<file path="src/rtl/ff_elastic_buf.sv">
// Elastic buffer with valid/ready on both sides. Words leave in arrival order.
// A full buffer refuses new words even when a read happens in the same cycle.
module ff_elastic_buf #(
    parameter int WIDTH = 4,
    parameter int DEPTH = 3
) (
    input  logic                         clk,
    input  logic                         rst,
    input  logic                         in_valid,
    output logic                         in_ready,
    input  logic [WIDTH-1:0]             in_data,
    output logic                         out_valid,
    input  logic                         out_ready,
    output logic [WIDTH-1:0]             out_data,
    output logic [$clog2(DEPTH+1)-1:0]   count
);

    localparam int PTR_W = (DEPTH > 1) ? $clog2(DEPTH) : 1;
    localparam int CNT_W = $clog2(DEPTH + 1);
    localparam logic [CNT_W-1:0] DEPTH_C  = CNT_W'(DEPTH);
    localparam logic [PTR_W-1:0] LAST_PTR = PTR_W'(DEPTH - 1);

    logic [WIDTH-1:0] mem_q [DEPTH];
    logic [PTR_W-1:0] wr_ptr_q, wr_ptr_d;
    logic [PTR_W-1:0] rd_ptr_q, rd_ptr_d;
    logic [CNT_W-1:0] count_q, count_d;
    logic             push;
    logic             pop;

    // DEPTH need not be a power of two, so pointers wrap explicitly.
    function automatic logic [PTR_W-1:0] ptr_inc(input logic [PTR_W-1:0] p);
        return (p == LAST_PTR) ? '0 : p + 1'b1;
    endfunction

    assign in_ready  = !rst && (count_q < DEPTH_C);
    assign out_valid = (count_q != '0);
    assign out_data  = mem_q[rd_ptr_q];
    assign count     = count_q;

    assign push = in_valid && in_ready;
    assign pop  = out_valid && out_ready;

    always_comb begin
        wr_ptr_d = wr_ptr_q;
        rd_ptr_d = rd_ptr_q;
        count_d  = count_q;
        if (push) begin
            wr_ptr_d = ptr_inc(wr_ptr_q);
        end
        if (pop) begin
            rd_ptr_d = ptr_inc(rd_ptr_q);
        end
        case ({push, pop})
            2'b10:   count_d = count_q + 1'b1;
            2'b01:   count_d = count_q - 1'b1;
            default: count_d = count_q;
        endcase
    end

    always_ff @(posedge clk) begin
        if (rst) begin
            wr_ptr_q <= '0;
            rd_ptr_q <= '0;
            count_q  <= '0;
            for (int i = 0; i < DEPTH; i++) begin
                mem_q[i] <= '0;
            end
        end else begin
            wr_ptr_q <= wr_ptr_d;
            rd_ptr_q <= rd_ptr_d;
            count_q  <= count_d;
            if (push) begin
                mem_q[wr_ptr_q] <= in_data;
            end
        end
    end

endmodule

</file>
<file path="config.mk">
export PLATFORM = sky130hd
export DESIGN_NAME = ff_elastic_buf
export DESIGN_NICKNAME = d
export VERILOG_FILES = /design/src/rtl/ff_elastic_buf.sv
export SDC_FILE = /design/constraint.sdc
export NUM_CORES = 1
export LEC_CHECK = 0
export CORE_UTILIZATION = 58
export CTS_BUF_LIST = sky130_fd_sc_hd__clkbuf_4 sky130_fd_sc_hd__clkbuf_8
export CTS_CLUSTER_SIZE = 8
export DETAILED_ROUTE_END_ITERATION = 6
export GPL_ROUTABILITY_DRIVEN = 0
export PLACE_DENSITY = 0.92
export SLEW_MARGIN = 40
export SYNTH_ARGS = -nofsm -noshare
export SYNTH_HDL_FRONTEND = slang
export SYNTH_SLANG_ARGS = --single-unit
</file>
<file path="constraint.sdc">
create_clock -name clk -period 4.6 [get_ports clk]
set_input_delay 0.92 -clock clk [delete_from_list [all_inputs] [get_ports clk]]
set_output_delay 0.92 -clock clk [all_outputs]
set_load 0.01 [all_outputs]
</file>
* Word level (Yosys, flattened, before mapping)
Memory sizes are Yosys's and may differ from the RTL's. A register that Yosys moved wholly into a read port is not among the register bits.
Cells that the tools add are included.
** Cells by class
- Add/subtract/negate cells :: 4
- $lt $le $gt $ge :: 1
- Eq/ne operators :: 4
- Multiplexer cells :: 13
- Reductions and logical operators :: 7
** Operator list (number)
- 2-bit two-way mux :: 5
- 2-bit by 1-bit adder with 2-bit output, second input constant :: 3
- 2-bit equality test, second input constant :: 3
- 1-bit two-way mux :: 6
- 4-bit two-way mux :: 1
- 2-bit case mux with 2 select lines :: 1
- 2-bit nonzero test :: 2
- 4-bit OR reduction :: 1
- 1-bit logical AND :: 3
- 2-bit by 1-bit equality test with 1-bit output, second input constant :: 1
- 2-bit < comparator, second input constant :: 1
- 2-bit by 1-bit subtractor with 2-bit output, second input constant :: 1
- 1-bit zero test :: 1
** Storage, ports and cells
- Bits in registers :: 6
- Bits in writable memories :: 12
- Logic and storage cells :: 33
- Memories :: 1
** Memory list
- mem_q :: depth 3, width 4, rd ports 1, clocked after memory_dff 1, wr ports 3, RTL line 23 : logic [WIDTH-1:0] mem_q [DEPTH];

* Logic depth before layout (Yosys ltp)
- Word-level depth :: 8
- Mapped depth :: 7
- Depth with buffers taken out :: 6

* Least setup slack after synthesis
Ideal clock, no wire load.
- Path type :: in2reg
- Start :: in rst
- End :: reg count_q[1] (netlist: count[1])
- Arrival :: 2.201 ns
- Data required time :: 4.530 ns
- Path slack :: 2.330 ns
- Stages on the path :: 6
- Path buffers :: 1
- Path through :: buf_2 -> a21oi_2 -> nand2_1 -> ha_1 -> or3_1 -> a21oi_1
** On the way
- Word-level cells in the longest chain between the ends :: 5
** Ends and longest elaborated chain
- from (decl) :: RTL line 8 : input logic rst,
- 1-bit zero test * :: RTL line 35 : assign in_ready = !rst && (count_q < DEPTH_C);
- 1-bit logical AND * :: RTL line 35
- via in_ready :: RTL line 10 : output logic in_ready,
- 1-bit logical AND * :: RTL line 40 : assign push = in_valid && in_ready;
- 2-bit by 1-bit equality test with 1-bit output / 2-bit equality test (equally long branches) :: RTL line 53 : case ({push, pop})
- 2-bit case mux with 2 select lines / 2-bit nonzero test (equally long branches)
- to (signal assigned) :: RTL line 71 : count_q <= count_d;
- to (decl) :: RTL line 26 : logic [CNT_W-1:0] count_q, count_d;
Mark *: on every way through the listed nets, which the timed path passes. The rest lies on a longest branch.
A chain may end at the register's enable or synchronous reset.

* Final worst setup path
- Start :: in rst
- End :: out in_ready
** On the way
- Word-level cells in the longest chain between the ends :: 2
** Ends and longest elaborated chain (RTL line)
- 1-bit zero test :: 35
- 1-bit logical AND :: 35
- to (decl) :: 10
No other way between the ends.

==> out/results.txt <==
Die Ht - 43.57 um
placed insts - 101
Tot Pwr - 0.0005182 W
Synth top area share - 47.94%
Antenna Nets Post-Route - 0
filler instances - 94
WL per Instance - 17.21 um
post-synth top area cell - edfxtp_1
register clock-pin slew on the reported worst setup and hold paths - 130 ps
Finished Layout Cells - 105
Placed Instance Area - 1167 sq um
fmax - 311.0 MHz
Total Routed Length - 1.807 mm
Setup TNS - 0 ps
layout cells sized above 1 - 16.85%
Crit Path Category - primary input to primary output
RSZ-0062 raised after global routing - false
area occupied by multi-input gates - 349.1 sq um
max-slew violations - 0
first-pass GRT wire length - 2.746 mm
Final Cycle Share - 69.91%
Post-CTS Setup Inserts - 0
met2 usage - 35.22%
status - finished with violations
CP endpoint kind - primary output
I/O pin count - 16
Core ar. - 1559 sq um
Design Area, Final - 1204 sq um
Ys Warns - 0
Critical Path AT - 2300 ps
Post-DP HPWL - 1.254 mm
Resize count post-CTS - 0
drt via density - 6.086
distinct cell type count after synthesis - 22
crit path launch type - primary input
worst-path fanout max - 9
Hold Crit Class - flop to flop
Initial DRT Pass Iterations - 6
Core Rows - 14
final number of hold-violating endpoints - 0
minimum clock period after layout - 3216 ps
leakage power figure - 0.4475 nW
Worst-Margin Slew - 368.7 ps
most frequent CP cell - clkdlybuf4s50_1
Reg2Reg Depth - 5
clk_skew - 2.100 ps
cell family with most CP delay - buffers and inverters
Max-slew headroom - 75.33%
most frequent cells in the layout - edfxtp_1, clkdlybuf4s50_1, and2_1
die area - 1898 sq um
sequential element share of the synthesized area - 63.92%
Overflow after GRT - 0
grt peak-use layer - met2
M1 GR Usage - 26.38%
GRT met3 Usage - 2.500%
launch point of the worst reg-to-reg path - count[0]$_SDFFE_PP0P_
Required @ worst endpoint - 3680 ps
Diodes inserted - 0
starting density of the core - 64.29%
Mapped Area - 1002 sq um
commonest non-fill, non-tap cell in the layout - edfxtp_1
H-tree depth - 1
clock tree buffer depth - 2
IO buf count - 15
chip width - 43.57 um
drt initial violations - 18
flop2flop setup slack - 2920 ps
synth top area cells - edfxtp_1, dfxtp_1, mux4_2, and2_1, and4b_1
TritonCTS Sinks - 24
via count - 639
CTS tree - built
CP endpoint - in_ready
vias in the first global route - 581
flip-flop and latch area - 640.6 sq um
worst vdd ir - 308.3 uV
endpoints failing setup - 0
CP Launch Point - rst
Max stage delay on crit path - 570 ps
reg2reg end - count[1]$_SDFFE_PP0P_
All-Layer GR Usage - 21.52%
CTS buffer count - 3
PwrDens - 430.6 nW/um^2
Synth Area per Inst - 14.12 sq um
library cell used as clock root buffer - clkbuf_4
area grow syn2layout - 20.10%
MaxCap Viol Count - 0
Buf/Inv on CP - 2
fin nets - 99
failing checks - DRC
later-pin clock latency in the skew report - 320 ps
initial antenna violation count - 0
CP max stage cell - clkdlybuf4s50_1
hold_buf cts - 0
CP Depth - 3
FF+latch count, synth - 24
# DRC - 2
ordered list of cells on the worst path - clkdlybuf4s50_1 > a21oi_2 > clkdlybuf4s50_1
pin count of the biggest net entering global routing - 14
syn_nets - 80
Mapped Cells - 71
[cells by family (layout without fill, tap and decap cells)]
group | after synthesis | in the layout | synth area share, %
adder cells (fa/ha/maj) | 1 | 1 | 1.248
AND/OR/NAND/NOR | 29 | 29 | 17.35
XOR/XNOR | 2 | 2 | 1.748
flip-flops | 24 | 24 | 63.92
AO/OA/AOI/OAI | 8 | 8 | 5.493
buffers and inverters | 3 | 21 | 1.248
multiplexers | 4 | 4 | 8.989
[metrics by stage]
step           hold slack, ps  worst slack [ps]  util (%)
5_1_grt                 562.1              1325     77.21
4_1_cts                 523.2              1370     77.21
6_report                525.2              1384     77.21
3_3_place_gp            470.9              1433     74.88
3_5_place_dp            493.3              1395     74.88
2_1_floorplan           454.2              2330         -
[state kept, by name (all words and copies together), names as in the netlist, named ones only]
register,count
rd_ptr_q,2
wr_ptr_q,2
count,2
mem_q,16
[layer usage]
metal  vias up  wire length [um]
met5         -                 0
met4         0                71
met3         9                89
met2        26               953
met1       309               693
li1        295                 -
[power by group]
group / internal, W / switching [W] / total [W]
Combinational: 0.0000784 / 0.0000506 / 0.000129
Clock: 0.0000485 / 0.0000633 / 0.000112
Sequential: 0.000253 / 0.0000248 / 0.000277
Total: 0.000380 / 0.000139 / 0.000518
[synthesized netlist by cell type (all sizes together)]
| cell type | number |
|---|---|
| edfxtp | 16 |
| and2 | 12 |
| dfxtp | 8 |
| a21oi | 4 |
| mux4 | 4 |
| nand2 | 4 |
| or2 | 4 |
| nor2 | 3 |
| a31o | 2 |
| and4b | 2 |
| inv | 2 |
| o21ai | 2 |
| or3 | 2 |
| and3 | 1 |
| buf | 1 |
| ha | 1 |
| or3b | 1 |
| xnor2 | 1 |
| xor2 | 1 |
[layout make-up]
| class | count | share of cell area, % |
|---|---|---|
| inverters | 2 | 0.6237 |
| well taps | 16 | 1.663 |
| repair buffers | 15 | 12.47 |
| flip-flops and latches | 24 | 53.22 |
| multi-input cells | 44 | 29.00 |
| clock buffers | 4 | 3.015 |
[tightest hold or removal path: cells and delay by family (launching register included)]
| kind | cells | cell delay (ps) |
|---|---|---|
| flops | 1 | 360 |
| compound gates | 1 | 70 |
| simple gates | 1 | 60 |
[worst min path at each step]
stage | startpoint | end | slack, ps | cells past startpoint
2_1_floorplan | rd_ptr_q[0]$_SDFFE_PP0P_ | flop | 450 | 2
3_3_place_gp | rd_ptr_q[0]$_SDFFE_PP0P_ | rd_ptr_q[0]$_SDFFE_PP0P_ | 470 | 2
3_5_place_dp | rd_ptr_q[1]$_SDFFE_PP0P_ | flop | 490 | 2
4_1_cts | rd_ptr_q[1]$_SDFFE_PP0P_ | flop | 520 | 2
5_1_grt | rd_ptr_q[1]$_SDFFE_PP0P_ | flop | 560 | 2
6_report | rd_ptr_q[1]$_SDFFE_PP0P_ | flop | 530 | 2
Note: power is estimated with default switching activity, not from simulation.
